**config.mk**
```make
export PLATFORM = sky130hd
export DESIGN_NAME = uart_rx_controller
export DESIGN_NICKNAME = d
export VERILOG_FILES = /design/src/rtl/uart_rx_pkg.sv /design/src/rtl/uart_rx_edge_bit_counter.sv /design/src/rtl/uart_rx_controller.sv
export SDC_FILE = /design/constraint.sdc
export NUM_CORES = 1
export LEC_CHECK = 0
export BUFFER_PORTS_ARGS = -buffer_cell sky130_fd_sc_hd__buf_2
export CORE_MARGIN = 2
export CORE_UTILIZATION = 56
export DETAILED_ROUTE_END_ITERATION = 12
export PLACE_DENSITY_LB_ADDON = 0.3
export REMOVE_ABC_BUFFERS = 1
export SLEW_MARGIN = 20
export SYNTH_ARGS = -nofsm -noshare
export SYNTH_HDL_FRONTEND = slang
export SYNTH_SLANG_ARGS = --single-unit
export TNS_END_PERCENT = 30
```
**constraint.sdc**
```tcl
create_clock -name clk -period 2.5 [get_ports clk]
set_input_delay 0.25 -clock clk [delete_from_list [all_inputs] [get_ports clk]]
set_output_delay 0.25 -clock clk [all_outputs]
set_load 0.005 [all_outputs]
```
**src/rtl/uart_rx_pkg.sv**
```systemverilog
// Shared types and constants for the UART receive path.
// Latency/backpressure: none; types and constants only.
package uart_rx_pkg;

  typedef enum logic [2:0] {
    IDLE   = 3'd0,
    START  = 3'd1,
    DATA   = 3'd2,
    PARITY = 3'd3,
    STOP   = 3'd4
  } rx_state_t;

  localparam logic [4:0] PRESCALE_8  = 5'd8;
  localparam logic [4:0] PRESCALE_16 = 5'd16;

  // Frame configuration captured when a start edge is seen.
  typedef struct packed {
    logic [4:0] prescale;
    logic       parity_enable;
    logic       parity_type;
  } rx_cfg_t;

endpackage

```
**src/rtl/uart_rx_edge_bit_counter.sv**
```systemverilog
// Edge-within-bit and bit-within-frame counters; bit_end marks edge prescale-1.
// Latency: bit_end is combinational from edge_count; no backpressure, runs whenever enabled.
module edge_bit_counter (
  input  logic       clk,
  input  logic       reset,
  input  logic       enable,
  input  logic [4:0] prescale,
  input  logic       bit_inc,
  output logic [4:0] edge_count,
  output logic [2:0] bit_count,
  output logic       bit_end
);

  assign bit_end = enable && (edge_count == (prescale - 5'd1));

  always_ff @(posedge clk or negedge reset) begin
    if (!reset) begin
      edge_count <= 5'd0;
      bit_count  <= 3'd0;
    end else if (!enable) begin
      edge_count <= 5'd0;
      bit_count  <= 3'd0;
    end else begin
      edge_count <= bit_end ? 5'd0 : edge_count + 5'd1;
      if (bit_end && bit_inc) begin
        bit_count <= bit_count + 3'd1;
      end
    end
  end

endmodule

```
**src/rtl/uart_rx_controller.sv**
```systemverilog
// UART receive control: frames start/data/parity/stop from sampler votes into a byte plus error pulses.
// Latency: pulses one clk after the stop/parity bit end; no backpressure, a byte is lost if unread.
module uart_rx_controller
  import uart_rx_pkg::*;
#(
  parameter int DATA_WIDTH = 8
) (
  input  logic                  clk,
  input  logic                  reset,
  input  logic                  serial_data,
  input  logic [4:0]            prescale,
  input  logic                  parity_enable,
  input  logic                  parity_type,
  input  logic                  sampled_bit,
  output logic                  sampler_enable,
  output logic [4:0]            edge_count,
  output logic [DATA_WIDTH-1:0] parallel_data,
  output logic                  data_valid,
  output logic                  parity_error,
  output logic                  stop_error
);

  localparam logic [2:0] LAST_BIT = 3'(DATA_WIDTH - 1);

  rx_state_t             state, state_nxt;
  rx_cfg_t               cfg;
  logic [DATA_WIDTH-1:0] shift_reg;
  logic                  par_bad;
  logic [2:0]            bit_count;
  logic                  bit_end;
  logic                  start_det;

  assign sampler_enable = (state != IDLE);
  assign start_det      = (state == IDLE) && !serial_data;

  edge_bit_counter u_counter (
    .clk        (clk),
    .reset      (reset),
    .enable     (sampler_enable),
    .prescale   (cfg.prescale),
    .bit_inc    (state == DATA),
    .edge_count (edge_count),
    .bit_count  (bit_count),
    .bit_end    (bit_end)
  );

  always_ff @(posedge clk or negedge reset) begin
    if (!reset) begin
      state <= IDLE;
    end else begin
      state <= state_nxt;
    end
  end

  always_comb begin
    state_nxt = state;
    case (state)
      IDLE:    if (!serial_data) state_nxt = START;
      START:   if (bit_end) state_nxt = sampled_bit ? IDLE : DATA;
      DATA:    if (bit_end && (bit_count == LAST_BIT))
                 state_nxt = cfg.parity_enable ? PARITY : STOP;
      PARITY:  if (bit_end) state_nxt = STOP;
      STOP:    if (bit_end) state_nxt = IDLE;
      default: state_nxt = IDLE;
    endcase
  end

  always_ff @(posedge clk or negedge reset) begin
    if (!reset) begin
      cfg           <= '{PRESCALE_8, 1'b0, 1'b0};
      shift_reg     <= '0;
      par_bad       <= 1'b0;
      parallel_data <= '0;
      data_valid    <= 1'b0;
      parity_error  <= 1'b0;
      stop_error    <= 1'b0;
    end else begin
      data_valid   <= 1'b0;
      parity_error <= 1'b0;
      stop_error   <= 1'b0;
      // Config is frozen for the whole frame so mid-frame input changes are harmless.
      if (start_det) begin
        cfg <= '{prescale, parity_enable, parity_type};
      end
      if (bit_end) begin
        case (state)
          DATA: shift_reg <= {sampled_bit, shift_reg[DATA_WIDTH-1:1]};
          PARITY: begin
            if (sampled_bit != ((^shift_reg) ^ cfg.parity_type)) begin
              par_bad      <= 1'b1;
              parity_error <= 1'b1;
            end
          end
          STOP: begin
            if (!sampled_bit) begin
              stop_error <= 1'b1;
            end else if (!par_bad) begin
              parallel_data <= shift_reg;
              data_valid    <= 1'b1;
            end
            par_bad <= 1'b0;
          end
          default: ;
        endcase
      end
    end
  end

endmodule

```
== Word-level counts from Yosys, hierarchy flattened ==
Cells that the tools add are included.
Word-level totals
  register bits after elaboration: 38
  input port bits: 11
  output and inout bits: 17
Operators by class
  add/subtract/negate cells: 3
  equal/unequal tests: 14
  multiplexer cells: 24
  bitwise gates (word level): 2
  reduce and logical (&&, ||, !) cells: 13
Operator list (number)
  $mux W3: 8
  $pmux W3 S5: 1
  $ne A2 B2 Y1 const B: 7
  $mux W1: 11
  $mux W5: 2
  $reduce_xor A8 Y1: 1
  $eq A3 B2 Y1 const B: 2
  $eq A3 B3 Y1 const B: 2
  $add A5 B1 Y5 const B: 1
  $eq A5 B5 Y1: 1
  $reduce_and A5 Y1: 1
  $sub A5 B1 Y5 const B: 1
  $logic_and A1 B1 Y1: 4
  $reduce_and A4 Y1: 1
  $add A3 B1 Y3 const B: 1
  $eq A3 B1 Y1 const B: 1
  $logic_not A3 Y1: 1
  $reduce_and A3 Y1: 1
  $reduce_bool A3 Y1: 1
  $mux W2: 1
  $pmux W1 S2: 1
  $reduce_and A2 Y1: 1
  $reduce_bool A2 Y1: 1
  $logic_not A1 Y1: 1
  3 further kinds: 3

== Depth between registers and ports, before layout ==
Gate-level depths: netlist (run 1).
  word-level depth: 6
  gate-level depth with buffers: 8
  depth with buffers taken out: 7

== Hierarchy ==
A second synthesis (run 1) with hierarchy kept.
Unflattened totals
  cell total of the unflattened synthesis: 140
  area, all modules: 1799.2 um^2
Modules (own cells, without submodules)
  uart_rx_controller: times used 1, cells an instance 93, area an instance 1316.3 um^2, seq. area each 752.0 um^2
  edge_bit_counter: times used 1, cells an instance 47, area an instance 483.0 um^2, seq. area each 200.2 um^2

== Least setup slack after synthesis (run 1) ==
No wires, ideal clock.
  path kind: reg-to-reg
  from: register cfg[2] (netlist bit)
  to: register shift_reg[0]
  data arrival time: 2.081 ns
  data required time: 2.375 ns
  path slack: 0.294 ns
  cell stages (with the launch flop): 9
  buffers on the path: 1
  cells stage by stage: dfrtp_1 > inv_1 > ha_1 > nand2b_1 > a21o_1 > a31oi_1 > or4b_4 > buf_6 > mux2_4
Between the ends
  longest elaborated chain between the ends: 4
Ends and longest elaborated chain
  start: declaration: line uart_rx_controller.sv:26  | rx_cfg_t cfg;
  start signal: assignment: line uart_rx_controller.sv:70  | cfg <= '{PRESCALE_8, 1'b0, 1'b0};
  start signal: assignment: line uart_rx_controller.sv:83  | cfg <= '{prescale, parity_enable, parity_type};
  $sub A5 B1 Y5: line uart_rx_edge_bit_counter.sv:14  | assign bit_end = enable && (edge_count == (prescale - 5'd1));
  $eq A5 B5 Y1: line uart_rx_edge_bit_counter.sv:14
  $logic_and A1 B1 Y1: line uart_rx_edge_bit_counter.sv:14
  $reduce_and A2 Y1 (no line)
  end signal: assignment: line uart_rx_controller.sv:87  | DATA: shift_reg <= {sampled_bit, shift_reg[DATA_WIDTH-1:1]};
  end: declaration: line uart_rx_controller.sv:27  | logic [DATA_WIDTH-1:0] shift_reg;
No other way between the ends.
A chain may end at the register's enable or synchronous reset.

== Worst setup path in the final report (run 1) ==
Ends and elaborated chain as after synthesis.

==> metrics.yaml, run 1 <==
path_clk_slew_ns: 0.10
clockRootBuffer: "clkbuf_4"
cts_tree: "built"
drc: 0
routed_wl_mm: 3.19
crit_path_end_kind: "register"
rows: 20
place_area_sq_um: 2060
intPower_w: 0.00153
synth_area_per_cell_sq_um: 12.5
yosysSeqAreaShare_pct: 50.9
ios: 28
combPwrFrac_pct: 43.9
dr.pass1.iters: 4
ant_nets: 0
diodes: 0
yosysWarnings: 0
fin_crit_sh_pct: 93.3
die_area_sq_um: 3820
grt.total_usage_pct: 19.9
whs_path_depth: 3
grt_setup_unrepaired: "false"
max_stage_delay_ns: 0.61
wire_per_inst_um: 13.9
final_cell_area_sq_um: 2150
seqPwrFrac_pct: 40.6
h-tree-depth: 2
overflow: 0
slew_viol_final: 0
die_x_um: 61.8
fp.coreArea_sq_um: 3100
nFillCells: 255
synth_top_area_share_pct: 49.5
synth_cell_types: 38
hold_viol: 0
status: "finished clean"
grt_pass1_wl_mm: 5.39
max_freq_mhz: 429
grt_pass1_vias: 1199
crit_chain: "inv_1 > ha_1 > nand2b_1 > o211ai_1 > a31oi_1 > buf_4 > or4b_4 > mux2_4"
ir_drop_mv: 0.867
cts_setup_buffers: 0
fin_crit_ns: 2.33
pwr-share-clk_pct: 15.5
die_h_um: 61.8
portBuffers: 27
critPathMaxFanout: 11
crit_arrival_ns: 2.57
worstPathRequired_ns: 2.73
cts_hold_buf: 1
fin_tns_setup_ns: 0
startpoint_type: "register"
setup_slack_ns: 0.167
hp-class: "in2reg"
yosys.area.top_type: "dfrtp_1"
clock_sinks: 38
seqCellArea_sq_um: 952
synthTopCellsByArea: "dfrtp_1 50%, mux2_2 8.4%, mux2_4 5.6%"
viasPerCell: 5.31
hpwl_mm: 2.39
p_leak_nw: 1.08
cts_made_buffers: 5
final_nets: 199
power.density_nw_per_um2: 1120
antenna_found_initial: 0
synth_cells: 149
p_switching_w: 0.000881
multi_input_area_sq_um: 872
areaGrowthSynthToFinish_pct: 15.1
drt-initial-drc-count: 30
ctsResizeCount: 0
cap_violations: 0
critical_path_class: "reg2reg"
crit_path_top_delay_cell: "or4b_4"
insertion_delay_ns: 0.34
start_util_pct: 60.2
clock_skew_ns: 0.00656
drive_gt1_share_pct: 34.6
synthFlopType: "dfrtp_1"
synth_seq_cells: 38
synth_edf_count: 0
maxSlewHeadroom_pct: 47.3
gp_congestion: 0.803
switching_share_pct: 36.5
ff2ff_path_depth: 8
setup_violations: 0
place_ws_ns: 0.185
worst_pin_slew_ns: 0.790
syn-cell-area_sq_um: 1870
cts_buffer_depth: 2
grt_max_degree: 39
synthArstFlopShare_pct: 100
dr_total_vias: 1217
==> worst max-delay path, delay by kind of cell (launching register included) <==
family / cells / cell delay (ns)
AND/OR/NAND/NOR: 2 / 0.79
buffers and inverters: 2 / 0.25
adder cells (fa/ha/maj): 1 / 0.24
flip-flops: 1 / 0.42
AO/OA/AOI/OAI: 2 / 0.20
multiplexers: 1 / 0.34
==> power groups by stage <==
stage / clock network, W / logic [W] / registers (W)
CTS: 0.000391 / 0.00107 / 0.000976
finish: 0.000375 / 0.00106 / 0.000979
global route: 0.000425 / 0.00118 / 0.00100
floorplan: 0 / 0.000835 / 0.000942
detailed placement: 0 / 0.00107 / 0.000990
global placement: 0 / 0.00102 / 0.000973
==> synthesized netlist by cell type (2+ instances only) <==
library cell / number
xnor2_1: 11
inv_1: 7
nor3_1: 2
xor2_1: 4
clkbuf_1: 2
or3_1: 2
nand2b_1: 8
nand2_1: 9
ha_1: 4
mux2i_1: 4
dfrtp_1: 37
nand3_1: 4
mux2_2: 14
and2_1: 2
mux2_4: 7
o21ai_0: 4
nor2_1: 7
==> area by class of cell <==
type	instances	area share, %
Inverter	7	1.22
Sequential cell	38	44.2
Tap cell	44	2.56
Clock buffer	8	3.66
Multi-Input combinational cell	101	40.5
Timing Repair Buffer	31	7.79
==> final timing paths <==
kind                                       start                     end  slack, ns
worst max-delay path                      cfg[2]            shift_reg[0]       0.17
worst min-delay path                 prescale[1]                  cfg[3]       0.12
worst max register to register            cfg[2]            shift_reg[0]       0.17
worst min register to register  parallel_data[3]        parallel_data[3]       0.50
max in group asynchronous                  reset  u_counter.bit_count[1]       1.48
min in group asynchronous                  reset                state[2]       0.52
==> cell usage in the layout, fill, tap and decap left out, types with 2 or more instances in the layout <==
cell type,instances
nand3_1,4
nand2b_1,8
or3_1,2
clkbuf_4,5
nand2_1,9
mux2_4,7
buf_4,3
xnor2_1,11
mux2i_1,4
nor3_1,2
and2_1,2
buf_2,27
ha_1,4
mux2_2,14
dfrtp_1,37
nor2_1,7
clkbuf_8,3
inv_1,7
xor2_1,4
o21ai_0,4
==> per-stage QoR <==
stage	hold slack (ns)	cells	total power, W	util (%)
after CTS	0.102	229	0.00244	69.4
after detailed placement	0.384	220	0.00206	66.5
after global routing	0.107	229	0.00261	69.4
after global placement	0.378	220	0.00199	66.5
after floorplan	-0.0456	146	0.00178	-
final	0.116	229	0.00241	69.4
==> per-layer routing <==
| layer | vias up | share of wire, % | GRT usage [%] | routed length (um) |
|---|---|---|---|---|
| met5 | - | 0 | 0 | 0 |
| met4 | 0 | 1.8 | 10.0 | 57 |
| met3 | 7 | 3.7 | 4.55 | 117 |
| met2 | 24 | 52 | 33.5 | 1640 |
| met1 | 596 | 43 | 24.1 | 1370 |
| li1 | 590 | - | - | - |
==> logic make-up after synthesis <==
group           count (synthesis)  share of synthesized area (%)
flops                          38                           50.9
compound gates                 11                           4.08
xor+xnor                       16                           8.23
fa+ha+maj                       4                           2.68
simple gates                   44                           14.9
mux                            26                           16.8
buf+inv                        10                           2.41
(Power assumes the default switching activity.)
==> run 2: changes to the inputs <==
- CORE_UTILIZATION: 56 -> 55
- SYNTH_HIERARCHICAL: default -> 1
==> run 2 against run 1 <==
The run now ends with hold timing left. Count of clock-buffer cells in the layout is 1 lower. Sequential power is 8.6% lower. Non-clock buffer count is 1 higher. Clock skew hardly changed. Maximum frequency is 0.21% lower. Largest cell class unchanged. Largest power group is now sequential cells. Highest routed layer unchanged.
==> metrics.yaml, run 2 <==
grt_setup_unrepaired: "false"  # unchanged
grt.total_usage_pct: 20.7  # was 19.9%
startpoint_type: "register"  # unchanged
grt_pass1_vias: 1212  # was 1199
p_leak_nw: 1.05  # was 1.08 nW
intPower_w: 0.00126  # was 0.00153 W
yosysWarnings: 6  # was 0
setup_slack_ns: 0.163  # was 0.167 ns
cts_hold_buf: 0  # was 1
synthFlopType: "dfrtp_1"  # unchanged
worst_pin_slew_ns: 0.821  # was 0.790 ns
antenna_found_initial: 0  # unchanged
die_x_um: 61.2  # was 61.8 um
clockRootBuffer: "clkbuf_4"  # unchanged
synthTopCellsByArea: "dfrtp_1 51%, mux2_2 8.8%, mux2_4 6.7%"  # was dfrtp_1 50%, mux2_2 8.4%, mux2_4 5.6%
crit_path_end_kind: "register"  # unchanged
synth_cells: 140  # was 149
hold_ws_ns: -0.0209  # was 0.116 ns
dr_total_vias: 1139  # was 1217
fin_crit_sh_pct: 93.5  # was 93.3%
pwr-share-clk_pct: 16.7  # was 15.5%
dr.pass1.iters: 4  # unchanged
wire_per_inst_um: 14.9  # was 13.9 um
drive_gt1_share_pct: 39.0  # was 34.6%
final_cell_area_sq_um: 2060  # was 2150 sq um
syn-cell-area_sq_um: 1800  # was 1870 sq um
yosysSeqAreaShare_pct: 52.9  # was 50.9%
ios: 28  # unchanged
ys_top_cells_by_count: "37 x dfrtp_1, 14 x mux2_2, 13 x xnor2_1"  # was 37 x dfrtp_1, 14 x mux2_2, 11 x xnor2_1
numPlacedInstances: 213  # was 220
drc: 0  # unchanged
synth_top_area_share_pct: 51.5  # was 49.5%
synthArstFlopShare_pct: 100  # unchanged
crit_arrival_ns: 2.58  # was 2.57 ns
switching_share_pct: 36.2  # was 36.5%
max_freq_mhz: 428  # was 429 MHz
die_area_sq_um: 3740  # was 3820 sq um
fin_crit_ns: 2.34  # was 2.33 ns
cts_setup_buffers: 0  # unchanged
place_ws_ns: -0.101  # was 0.185 ns
routed_wl_mm: 3.29  # was 3.19 mm
grt_pass1_wl_mm: 5.51  # was 5.39 mm
seqPwrFrac_pct: 45.4  # was 40.6%
grt_max_degree: 39  # unchanged
place_area_sq_um: 2000  # was 2060 sq um
start_util_pct: 58.5  # was 60.2%
h-tree-depth: 2  # unchanged
cap_violations: 0  # unchanged
total_power_w: 0.00197  # was 0.00241 W
fp.coreArea_sq_um: 3080  # was 3100 sq um
die_h_um: 61.2  # was 61.8 um
hold_viol: 21  # was 0
cts_made_buffers: 5  # unchanged
diodes: 0  # unchanged
slew_viol_final: 0  # unchanged
ir_drop_mv: 0.470  # was 0.867 mV
overflow: 0  # unchanged
ant_nets: 0  # unchanged
instances_no_fill: 221  # was 229
final_nets: 190  # was 199
path_clk_slew_ns: 0.11  # was 0.10 ns
synth_cell_types: 33  # was 38
critical_path_class: "reg2reg"  # unchanged
critPathMaxFanout: 9  # was 11
yosysMostFrequentCell: "dfrtp_1"  # unchanged
hpwl_mm: 2.44  # was 2.39 mm
maxSlewHeadroom_pct: 45.3  # was 47.3%
worstPathRequired_ns: 2.74  # was 2.73 ns
combPwrFrac_pct: 37.8  # was 43.9%
rows: 20  # unchanged
cts_tree: "built"  # unchanged
p_switching_w: 0.000712  # was 0.000881 W
status: "finished with violations"  # was finished clean
layout_commonest_cell: "dfrtp_1"  # unchanged
drt-initial-drc-count: 50  # was 30
synth_seq_cells: 38  # unchanged
areaGrowthSynthToFinish_pct: 14.7  # was 15.1%
clock_skew_ns: 0.00701  # was 0.00656 ns
portBuffers: 27  # unchanged
cts_buffer_depth: 2  # unchanged
yosys.area.top_type: "dfrtp_1"  # unchanged
synth_area_per_cell_sq_um: 12.9  # was 12.5 sq um
power.density_nw_per_um2: 955  # was 1120 nW/um^2
violations: "hold timing"
hp-class: "in2async"  # was in2reg
synth_edf_count: 0  # unchanged
viasPerCell: 5.15  # was 5.31
setup_violations: 0  # unchanged
layout_common_cells: "37 x dfrtp_1, 27 x buf_2, 14 x mux2_2"  # unchanged
gp_congestion: 0.742  # was 0.803
insertion_delay_ns: 0.35  # was 0.34 ns
clock_sinks: 38  # unchanged
## run 2: cell type report
| type | count | area (sq um) |
|---|---|---|
| Multi-Input combinational cell | 94 | 805 |
| Clock buffer | 7 | 55.1 |
| Inverter | 5 | 18.8 |
| Clock inverter | 1 | 5.00 |
| Fill cell | 243 | 1010 |
| Tap cell | 44 | 55.1 |
| Timing Repair Buffer | 32 | 173 |
| Sequential cell | 38 | 952 |
## run 2: kinds of logic (layout without fill, tap and decap cells)
kind of cell / after synthesis / in the layout / share of synthesized area [%]
AND/OR/NAND/NOR: 41 / 41 / 13.1
buffers and inverters: 8 / 45 / 2.57
AO/OA/AOI/OAI: 6 / 6 / 2.16
XOR/XNOR: 19 / 19 / 10.0
flip-flops: 38 / 38 / 52.9
multiplexers: 25 / 25 / 17.2
adder cells (fa/ha/maj): 3 / 3 / 2.09
## run 2: power groups by stage
stage / Combinational [W] / Sequential (W) / Clock, W
detailed placement: 0.000739 / 0.000907 / 0
global placement: 0.000704 / 0.000894 / 0
global route: 0.000815 / 0.000919 / 0.000365
CTS: 0.000747 / 0.000894 / 0.000339
finish: 0.000745 / 0.000895 / 0.000330
floorplan: 0.000538 / 0.000883 / 0
## run 2: path summary, 6_finish.rpt
path                            cells after the start                       to         from  slack, ns
worst max-delay path                                8         parallel_data[5]       cfg[3]       0.16
worst min-delay path                                1   u_counter/bit_count[2]        reset      -0.02
worst max register to register                      8         parallel_data[5]       cfg[3]       0.16
worst min register to register                      2                  par_bad      par_bad       0.52
max in group asynchronous                           1  u_counter/edge_count[0]        reset       1.99
min in group clk                                    2               stop_error  sampled_bit       0.11
## run 2: what timing repair did
item                                    CTS  global route
endpoints found under the setup margin    8            16
pin swaps                                 0             1
gates resized for setup                   1             1
## run 2: through the flow
stage	utilization, %	setup TNS [ns]
2_1_floorplan	-	-0.923
3_3_place_gp	65.0	0
3_5_place_dp	65.0	-0.727
4_1_cts	67.0	0
5_1_grt	67.0	0
6_report	67.0	0
## run 2: worst max-delay path: stages (launching register included)
cell and delay, ns:
dfrtp_1 0.38, inv_1 0.06, ha_1 0.20, xnor2_1 0.19, xnor2_1 0.13, nor4_4 0.32
nand3_2 0.14, or3b_4 0.49, mux2_4 0.33
## run 2: metal layers
layer / share of wire [%] / wire, um / global-route usage, %
met1: 45 / 1490 / 26.7
met2: 49 / 1600 / 33.6
met3: 4.3 / 142 / 5.67
met4: 1.6 / 52 / 7.45
met5: 0 / 0 / 0
==> run 3: changes to the inputs <==
- ABC_AREA: default -> 1
- CORE_UTILIZATION: 55 -> 56
==> run 3 against run 2 <==
The run still ends with hold timing left. Setup slack improved by 0.18 ns. Sequential power rose by 5.8%. Hold slack better by 0.0072 ns. Clock skew decreased by 0.0043 ns. Maximum frequency grew 8.6%.
==> metrics.yaml, run 3 <==
status: "finished with violations"  # unchanged
violations: "hold timing"  # unchanged
h-tree-depth: 2  # unchanged
final_nets: 275  # was 190
synth_seq_cells: 38  # unchanged
drc: 0  # unchanged
max_freq_mhz: 464  # was 428 MHz
dr.pass1.iters: 4  # unchanged
synth_cells: 229  # was 140
max_stage_delay_ns: 0.48  # was 0.49 ns
crit_path_top_delay_cell: "nor3_4"  # was or3b_4
drive_gt1_share_pct: 21.4  # was 39.0%
ys_top_cells_by_count: "60 x nand2_1, 37 x dfrtp_1, 28 x inv_1"  # was 37 x dfrtp_1, 14 x mux2_2, 13 x xnor2_1
worst_pin_slew_ns: 0.803  # was 0.821 ns
crit_top_cell: "nand2_1"  # was xnor2_1
grt.total_usage_pct: 20.2  # was 20.7%
cts_tree: "built"  # unchanged
grt_pass1_wl_mm: 6.42  # was 5.51 mm
clock_sinks: 38  # unchanged
synthFlopType: "dfrtp_1"  # unchanged
path_clk_slew_ns: 0.10  # was 0.11 ns
fin_crit_sh_pct: 86.1  # was 93.5%
crit_path_end_kind: "register"  # unchanged
fp.coreArea_sq_um: 3360  # was 3080 sq um
antenna_found_initial: 0  # unchanged
critical_path_class: "reg2reg"  # unchanged
cts_buffer_depth: 2  # unchanged
routed_wl_mm: 3.55  # was 3.29 mm
slew_viol_final: 0  # unchanged
hold_ws_ns: -0.0137  # was -0.0209 ns
synth_area_per_cell_sq_um: 8.68  # was 12.9 sq um
crit_chain: "inv_2 > ha_1 > inv_1 > nand2_1 > nand2_1 > nand2_1 > nand2_2 > nand2_4 > nor2_8 > nand3_2 > nor3_4 > nor2_1 > a21oi_1"  # was inv_1 > ha_1 > xnor2_1 > xnor2_1 > nor4_4 > nand3_2 > or3b_4 > mux2_4
crit_arrival_ns: 2.41  # was 2.58 ns
yosysSeqAreaShare_pct: 47.9  # was 52.9%
yosysWarnings: 6  # unchanged
hold_viol: 22  # was 21
viasPerCell: 4.90  # was 5.15
diodes: 0  # unchanged
areaGrowthSynthToFinish_pct: 11.0  # was 14.7%
start_util_pct: 59.1  # was 58.5%
cap_violations: 0  # unchanged
hpwl_mm: 2.54  # was 2.44 mm
grt_pass1_vias: 1491  # was 1212
cts_setup_buffers: 0  # unchanged
critPathMaxFanout: 17  # was 9
cts_hold_buf: 0  # unchanged
synth_cell_types: 31  # was 33
die_h_um: 63.6  # was 61.2 um
path_delay_family: "simple AND/OR/NAND/NOR gates"  # unchanged
power.density_nw_per_um2: 1020  # was 955 nW/um^2
ir_drop_mv: 0.574  # was 0.470 mV
dr_total_vias: 1509  # was 1139
layout_common_cells: "60 x nand2_1, 37 x dfrtp_1, 28 x inv_1"  # was 37 x dfrtp_1, 27 x buf_2, 14 x mux2_2
insertion_delay_ns: 0.34  # was 0.35 ns
p_leak_nw: 1.20  # was 1.05 nW
grt_setup_unrepaired: "false"  # unchanged
gp_congestion: 0.930  # was 0.742
crit_buf_inv: 2  # was 1
worstPathRequired_ns: 2.76  # was 2.74 ns
final_cell_area_sq_um: 2210  # was 2060 sq um
startpoint_type: "register"  # unchanged
fin_crit_ns: 2.15  # was 2.34 ns
setup_violations: 0  # unchanged
synth_top_area_share_pct: 46.6  # was 51.5%
yosysMostFrequentCell: "nand2_1"  # was dfrtp_1
drt-initial-drc-count: 59  # was 50
layout_commonest_cell: "nand2_1"  # was dfrtp_1
ant_nets: 0  # unchanged
ctsResizeCount: 0  # was 1
synth_edf_count: 0  # unchanged
fin_tns_setup_ns: 0  # unchanged
maxSlewHeadroom_pct: 46.4  # was 45.3%
ios: 28  # unchanged
rows: 21  # was 20
portBuffers: 27  # unchanged
synthTopCellsByArea: "dfrtp_1 47%, nand2_1 11%, inv_1 5.3%"  # was dfrtp_1 51%, mux2_2 8.8%, mux2_4 6.7%
hp-class: "in2async"  # unchanged
syn-cell-area_sq_um: 1990  # was 1800 sq um
synthArstFlopShare_pct: 100  # unchanged
grt_max_degree: 39  # unchanged
clock_skew_ns: 0.00267  # was 0.00701 ns
clockRootBuffer: "clkbuf_4"  # unchanged
yosys.area.top_type: "dfrtp_1"  # unchanged
wire_per_inst_um: 11.5  # was 14.9 um
cts_made_buffers: 5  # unchanged
die_x_um: 63.6  # was 61.2 um
overflow: 0  # unchanged
die_area_sq_um: 4040  # was 3740 sq um
place_area_sq_um: 2160  # was 2000 sq um
==> run 3: logic make-up after synthesis <==
| group | Yosys count | share of synthesized area (%) |
|---|---|---|
| multiplexers | 6 | 4.53 |
| AND/OR/NAND/NOR | 115 | 28.0 |
| XOR/XNOR | 9 | 3.97 |
| buffers and inverters | 33 | 7.18 |
| flip-flops | 38 | 47.9 |
| AO/OA/AOI/OAI | 25 | 6.49 |
| adder cells (fa/ha/maj) | 3 | 1.89 |
==> run 3: metrics by stage <==
stage | power, W | hold slack (ns) | utilization (%) | std cells | worst slack, ns
after CTS | 0.00226 | 0.00832 | 65.6 | 308 | 0.338
final | 0.00224 | -0.0137 | 65.6 | 308 | 0.347
after global placement | 0.00192 | 0.394 | 64.1 | 300 | 0.489
after global routing | 0.00246 | 0.0315 | 65.6 | 308 | 0.0699
after detailed placement | 0.00196 | 0.386 | 64.1 | 300 | 0.340
after floorplan | 0.00171 | -0.0456 | - | 226 | 0.528
==> run 3: final timing paths <==
check                                 startpoint                 endpoint  slack [ns]  depth (start not counted)
worst max register to register            cfg[2]         parallel_data[4]        0.35                         13
worst min register to register  parallel_data[5]         parallel_data[5]        0.53                          2
max in group asynchronous                  reset  u_counter/edge_count[3]        2.00                          1
worst max-delay path                      cfg[2]         parallel_data[4]        0.35                         13
min in group clk                     sampled_bit               stop_error        0.13                          2
worst min-delay path                       reset             shift_reg[6]       -0.01                          1
==> run 3: where the power goes <==
| part | internal [W] | switching, W |
|---|---|---|
| clock | 0.000112 | 0.000188 |
| sequential | 0.000777 | 0.000171 |
| combinational | 0.000428 | 0.000566 |
| total | 0.00132 | 0.000924 |
==> run 3: worst register-to-register path, delay by kind of cell (launching register included) <==
family / cells / cell delay [ns]
simple gates: 9 / 1.15
flops: 1 / 0.41
fa+ha+maj: 1 / 0.23
compound gates: 1 / 0.16
buf+inv: 2 / 0.12
==> run 3: area by class of cell <==
class | count | area [sq um]
multi-input combinational | 158 | 892
timing repair buffer | 28 | 143
tap | 46 | 57.6
inverter | 30 | 113
fill | 304 | 1160
sequential | 38 | 952
clock buffer | 8 | 48.8
==> run 3: per-layer routing <==
metal,vias up,global-route usage (%),part of all wire [%]
li1,793,-,-
met1,687,26.9,49
met2,24,32.1,46
met3,5,4.82,4.1
met4,0,7.61,1.5
met5,-,0,0
